==> src/rtl/divider16.sv <==
// divider16: 16-bit sequential restoring divider, one quotient bit per clock.
// Produces quotient q and remainder r 16 cycles after a start is accepted.
// Optional feature macro: DIVIDER16_SIGNED_EN (two's-complement operands).
// When the macro is undefined, operands and results are unsigned.
//
// state | meaning
// ------+-----------------------------------------------
// IDLE  | waiting for start; q/r/div0 hold last result
// RUN   | 16 trial-subtract iterations in progress

module divider16 (
    input  logic        clk,
    input  logic        rst,
    input  logic [15:0] x,
    input  logic [15:0] y,
    input  logic        start,
    output logic [15:0] q,
    output logic [15:0] r,
    output logic        busy,
    output logic        done,
    output logic        div0
);

    localparam logic S_IDLE = 1'b0;
    localparam logic S_RUN  = 1'b1;

    logic        r_state;
    // Dividend shifts out at the top while quotient bits shift in at the bottom,
    // so after 16 iterations this register holds the quotient.
    logic [15:0] r_dividend;
    logic [15:0] r_divisor;
    logic [16:0] r_rem;
    logic [4:0]  r_cnt;
    logic [15:0] r_q;
    logic [15:0] r_r;
    logic        r_done;
    logic        r_div0;
`ifdef DIVIDER16_SIGNED_EN
    logic        r_qneg;
    logic        r_rneg;
`endif

    logic [15:0] w_x_mag;
    logic [15:0] w_y_mag;
    logic [16:0] w_rem_sh;
    logic        w_ge;
    logic [16:0] w_rem_nx;
    logic [15:0] w_quo_nx;
    logic [15:0] w_q_fin;
    logic [15:0] w_r_fin;
    logic        w_last;

    // Operand magnitudes captured on start (identity in the unsigned build).
    always_comb begin
`ifdef DIVIDER16_SIGNED_EN
        w_x_mag = x[15] ? (16'd0 - x) : x;
        w_y_mag = y[15] ? (16'd0 - y) : y;
`else
        w_x_mag = x;
        w_y_mag = y;
`endif
    end

    // One restoring iteration: shift, trial compare, conditional subtract.
    always_comb begin
        w_rem_sh = {r_rem[15:0], r_dividend[15]};
        w_ge     = (w_rem_sh >= {1'b0, r_divisor});
        w_rem_nx = w_ge ? (w_rem_sh - {1'b0, r_divisor}) : w_rem_sh;
        w_quo_nx = {r_dividend[14:0], w_ge};
        w_last   = (r_cnt == 5'd15);
    end

    // Sign correction applied on the completing edge so latency is unchanged.
    always_comb begin
`ifdef DIVIDER16_SIGNED_EN
        w_q_fin = r_qneg ? (16'd0 - w_quo_nx) : w_quo_nx;
        w_r_fin = r_rneg ? (16'd0 - w_rem_nx[15:0]) : w_rem_nx[15:0];
`else
        w_q_fin = w_quo_nx;
        w_r_fin = w_rem_nx[15:0];
`endif
    end

    // Control FSM, datapath registers and result registers.
    always_ff @(posedge clk) begin
        if (rst) begin
            r_state    <= S_IDLE;
            r_dividend <= 16'd0;
            r_divisor  <= 16'd0;
            r_rem      <= 17'd0;
            r_cnt      <= 5'd0;
            r_q        <= 16'd0;
            r_r        <= 16'd0;
            r_done     <= 1'b0;
            r_div0     <= 1'b0;
`ifdef DIVIDER16_SIGNED_EN
            r_qneg     <= 1'b0;
            r_rneg     <= 1'b0;
`endif
        end else begin
            r_done <= 1'b0;
            case (r_state)
                S_IDLE: begin
                    if (start) begin
                        r_dividend <= w_x_mag;
                        r_divisor  <= w_y_mag;
                        r_rem      <= 17'd0;
                        r_cnt      <= 5'd0;
`ifdef DIVIDER16_SIGNED_EN
                        r_qneg     <= x[15] ^ y[15];
                        r_rneg     <= x[15];
`endif
                        r_state    <= S_RUN;
                    end
                end
                S_RUN: begin
                    r_dividend <= w_quo_nx;
                    r_rem      <= w_rem_nx;
                    r_cnt      <= r_cnt + 5'd1;
                    if (w_last) begin
                        r_q     <= w_q_fin;
                        r_r     <= w_r_fin;
                        r_div0  <= (r_divisor == 16'd0);
                        r_done  <= 1'b1;
                        r_state <= S_IDLE;
                    end
                end
                default: r_state <= S_IDLE;
            endcase
        end
    end

    assign q    = r_q;
    assign r    = r_r;
    assign div0 = r_div0;
    assign done = r_done;
    assign busy = (r_state == S_RUN);

endmodule

==> config.mk <==
export PLATFORM = sky130hd
export DESIGN_NAME = divider16
export DESIGN_NICKNAME = d
export VERILOG_FILES = /design/src/rtl/divider16.sv
export SDC_FILE = /design/constraint.sdc
export NUM_CORES = 1
export LEC_CHECK = 0
export BUFFER_PORTS_ARGS = -buffer_cell sky130_fd_sc_hd__buf_4
export CAP_MARGIN = 5
export CORE_ASPECT_RATIO = 0.9
export CORE_UTILIZATION = 25
export CTS_CLUSTER_SIZE = 12
export DETAILED_ROUTE_END_ITERATION = 8
export GPL_ROUTABILITY_DRIVEN = 0
export GPL_TIMING_DRIVEN = 0
export PLACE_DENSITY = 0.5
export SYNTH_ARGS = -nofsm -noshare
export SYNTH_HDL_FRONTEND = slang
export SYNTH_SLANG_ARGS = --single-unit
==> constraint.sdc <==
create_clock -name clk -period 5.94 [get_ports clk]
set_clock_uncertainty 0.15 [all_clocks]
set_input_delay 0.297 -clock clk [delete_from_list [all_inputs] [get_ports clk]]
set_output_delay 0.297 -clock clk [all_outputs]
set_load 0.02 [all_outputs]
# Yosys cells after proc, flatten, opt, wreduce, memory -nomap -nowiden
# Cells that the tools add are included.
# Widths: inputs -> output; s select.
[classes] n_addsub=2 multipliers=0 div_mod_pow=0 order_cmp=1 n_eq_ne=2 n_shift=0 mux=11 bitwise=1 n_reduce_logical=4
[ops] cell="$pmux 16 s2" count=2
[ops] cell="$mux 16" count=3
[ops] cell="$ge 17x16->1" count=1
[ops] cell="$logic_not 16->1" count=1
[ops] cell="$sub 16x16->16" count=1
[ops] cell="$pmux 5 s2" count=1
[ops] cell="$add 5x1->5 const B" count=1
[ops] cell="$eq 5x4->1 const B" count=1
[ops] cell="$mux 5" count=1
[ops] cell="$reduce_and 2->1" count=2
[ops] cell="$mux 1" count=3
[ops] cell="$ne 2x2->1 const B" count=1
[ops] cell="$pmux 1 s2" count=1
[ops] cell="$reduce_or 2->1" count=1
[ops] cell="$not 1->1" count=1
[totals] regBits=88 latch_bits=0 ramBits=0 romBits=0 in_bits=35 output_inout_bits=35 wordCells=30 n_memories=0

# Depth between registers and ports, before layout
[logic_depth] ltp_word=3 ltp_mapped=11 mapped_depth_nobuf=11

# Least setup slack after synthesis
# Ideal clock, no wire load.
[synth_timing] path_kind="reg-to-reg" start="register r_divisor[8]" end="register r_r[15] (netlist: r[15])" setup_ns=0.122 arrival_ns=2.137 required_ns=5.668 setup_slack_ns=3.531 path_stages_with_launch=11 n_path_buf=1 period_less_slack_ns=2.409 path_cell_list="dfxtp_1 -> inv_1 -> ha_1 -> a21o_1 -> a32o_1 -> a211oi_2 -> a31oi_2 -> buf_6 -> mux2i_1 -> nor2_1 -> a221o_1"
[synth_via] elab_chain_len=2 elab_cells_between_ends=3 cone_classes="add/sub: 1; order compare: 1; mux: 1"
[synth_lines] element="start: declaration" line="31" source="logic [15:0] r_divisor;"
[synth_lines] element="start signal: assignment" line="106" source="r_divisor <= w_y_mag;"
[synth_lines] element="$sub 16x16->16 / $ge 17x16->1 (equally long branches)" line="68, 67"
[synth_lines] element="$mux 16 (*)" line="68" source="w_rem_nx = w_ge ? (w_rem_sh - {1'b0, r_divisor}) : w_rem_sh;"
[synth_lines] element="end signal: assignment" line="122" source="r_r <= w_r_fin;"
[synth_lines] element="end: declaration" line="35" source="logic [15:0] r_r;"
# Every way passes the cells marked *; elsewhere a longest branch is shown, timed or not.
# A chain may end at the register's enable or synchronous reset.

# Worst setup path in the final report
[layout_timing] start="register r_divisor[7]" end="register r_rem[5]"
[layout_via] elab_chain_len=3
[layout_lines] element="$ge 17x16->1" line="67" source="w_ge = (w_rem_sh >= {1'b0, r_divisor});"
[layout_lines] element="$mux 16" line="68"
[layout_lines] element="$pmux 16 s2" line="102" source="case (r_state)"
[layout_lines] element="end signal: assignment" line="118" source="r_rem <= w_rem_nx;"
[layout_lines] element="end: declaration" line="32" source="logic [16:0] r_rem;"
# Every way passes these cells.

==> results.txt <==
Final worst-path cycle share: 0.473
CTS tree: built
Internal Power: 1510 µW
Largest net degree at the start of global routing: 16
Async set-reset flop share out of synthesis: 0
Critical path type: reg2reg
PD cells: 486 mW/mm²
P_leak: 0.00212 µW
Core ar.: 0.0161 mm²
Rel. slew slack: 0.495
First-pass GRT wire length: 17400 µm
Syn Area/Cell: 8.45 µm²
Area Growth Syn to Fin: 26.1%
Crit end category: flop
Reg2Reg Depth: 10
Diodes inserted: 0
Die height: 124 µm
Synth Cell Area: 0.00412 mm²
Drt via density: 4.62
Critical Path End: r_rem[5]
Die area: 0.0170 mm²
Fmax: 356 MHz
Sequential share of power: 0.275
Remaining global-route overflow: 0
WP data arrival: 2.87 ns
Worst hold stages: 3
Total wire length: 11000 µm
NetSw: 1010 µW
Number of synthesized flops with an enable pin: 0
Clock group share of total power: 0.231
Net Count, Synth: 541
Port Buf Inserts: 68
Final net count: 620
Comb power frac: 0.495
Drt pass-1 iters: 4
Fin. Hold Viols: 0
Initial Utilization: 0.255
Vias in the first global route: 3380
Setup TNS: 0 ns
Reg-to-reg slack, setup: 3.13 ns
Clock Sinks: 88
#FFs+latches synth: 88
RR Endpoint: r_rem[5]
Final Max Slew Viols: 0
Sequential element share of the synthesized area: 0.428
H-tree lvl count: 3
Switching share of power: 0.401
I/O pin count: 70
Setup violators final: 0
Post-layout util: 0.322
Reg2reg start: r_divisor[7]
Worst Setup Start Kind: flop
Hold Buf Count CTS: 0
Worst-Skew Late Latency: 0.34 ns
Worst-margin pin slew: 0.752 ns
Hold crit path type: in2reg
Outcome: completed
Yosys warns: 0
Worst ir drop on vdd: 0.226 mV
Hold_ws: 0.0588 ns
Max-cap violations: 0
DP HPWL: 8470 µm
WP data required: 6.00 ns
Setup bufs post-CTS: 0
PostCTS Resize Cnt: 0
# DRC: 0
Wire length per cell: 14.1 µm
Final ANT Viol Nets: 0
GRT Util Overall: 0.134
RSZ-0062 raised after global routing: no
1st-iter DRT viols: 178
Initial antenna violation count: 0
Main synth FF type: dfxtp_1
Vias: 3591
Clock-pin transition on the worst setup and hold timing paths: 0.06 ns
Die width: 137 µm
Max Root-Sink Buffers: 2
CTS buffer count: 9
Fraction of layout cells with a size suffix above 1: 0.156
Crit. Startpoint: r_divisor[7]
Peak fanout along the critical path: 10
Tmin final: 2.81 ns
Standard-cell rows: 44
Yosys cell types: 49
Post-synthesis cell count: 487
Root Driver: clkbuf_16
==> power by group through the flow <==
| stage | clock (µW) | sequential, µW | combinational, µW |
|---|---|---|---|
| final | 581 | 692 | 1250 |
| after global routing | 620 | 700 | 1390 |
| after CTS | 595 | 693 | 1250 |
| after detailed placement | 0 | 706 | 1250 |
| after global placement | 0 | 704 | 1240 |
| after floorplan | 0 | 691 | 952 |
==> sequential cells by signal (all words and copies together), names as in the netlist <==
name,flops
busy,1
div0,1
r_divisor,16
r_cnt,5
r_dividend,16
q,16
r_rem,16
r,16
done,1
==> kinds of logic after synthesis <==
kind of cell	after synthesis	share of synthesized area
adder cells (fa/ha/maj)	19	0.0596
AO/OA/AOI/OAI	142	0.221
AND/OR/NAND/NOR	154	0.163
XOR/XNOR	7	0.0149
multiplexers	27	0.0660
buffers and inverters	50	0.0477
flip-flops	88	0.428
==> layer usage <==
metal | vias up | part of all wire | GRT usage
met5 | - | 0 | 0
met4 | 0 | 0.013 | 0.0453
met3 | 10 | 0.035 | 0.0220
met2 | 62 | 0.44 | 0.205
met1 | 1661 | 0.51 | 0.189
li1 | 1858 | - | -
==> cell usage after synthesis, types with 7 or more instances <==
library cell | n | share of area
inv_1 | 22 | 0.020
o21ai_0 | 38 | 0.046
a22o_1 | 19 | 0.040
clkbuf_1 | 21 | 0.019
nor2b_1 | 8 | 0.012
nand2_1 | 72 | 0.066
ha_1 | 18 | 0.055
dfxtp_1 | 88 | 0.43
o21a_1 | 7 | 0.013
mux2i_1 | 26 | 0.063
nor2_1 | 44 | 0.040
a21oi_1 | 44 | 0.054
==> worst min path at each step <==
stage,from,endpoint,slack [ns]
after floorplan,y[10],r_divisor[10],0.28
after global placement,r[8],r[8],0.29
after detailed placement,r[1],r[1],0.29
after CTS,y[12],r_divisor[12],0.05
after global routing,y[12],r_divisor[12],0.06
final,y[12],r_divisor[12],0.06
==> cell type report <==
class,instances,area (µm²)
Sequential cell,88,1760
Clock inverter,5,63.8
Buffer,28,114
Inverter,22,82.6
Fill cell,1710,10900
Multi-Input combinational cell,349,2160
Clock buffer,11,243
Tap cell,207,259
Timing Repair Buffer,68,510
==> per-stage QoR <==
step / power (µW) / worst slack, ns / std cells / area [µm²]
floorplan: 1640 / 3.53 / 487 / 4120
global placement: 1940 / 3.12 / 762 / 4880
detailed placement: 1950 / 3.08 / 762 / 4880
CTS: 2540 / 3.05 / 778 / 5190
global route: 2710 / 2.88 / 778 / 5190
finish: 2520 / 3.13 / 778 / 5190
==> critical path, cell delays in order, from the launching register on <==
cell and delay, ns:
dfxtp_1 0.39, inv_1 0.07, ha_1 0.39, and4_1 0.26, o2111a_1 0.20, o21ai_1 0.10, a31oi_2 0.28, buf_6 0.23
inv_1 0.14, a22oi_1 0.33, o21ai_0 0.15
==> layout by cell type (no fill, tap or decap), drive strengths merged, types with 2 or more instances in the layout <==
cell type / Yosys / final
nor3: 6 / 6
nor2: 44 / 44
clkbuf: 21 / 32
nor4: 5 / 5
a211o: 2 / 2
a21o: 5 / 5
o21a: 7 / 7
inv: 22 / 23
mux2i: 26 / 26
nand2: 72 / 72
nor2b: 8 / 8
a31oi: 7 / 7
a211oi: 5 / 5
nand3: 4 / 4
o21ai: 39 / 39
a41oi: 2 / 2
nand2b: 5 / 5
a22o: 19 / 19
dfxtp: 88 / 88
ha: 18 / 18
xor2: 3 / 3
o31a: 3 / 3
nand3b: 2 / 2
a21oi: 44 / 44
buf: 7 / 75
a221o: 2 / 2
xnor2: 4 / 4
clkinvlp: 0 / 3
No activity file was read; power rests on OpenSTA's default activity.
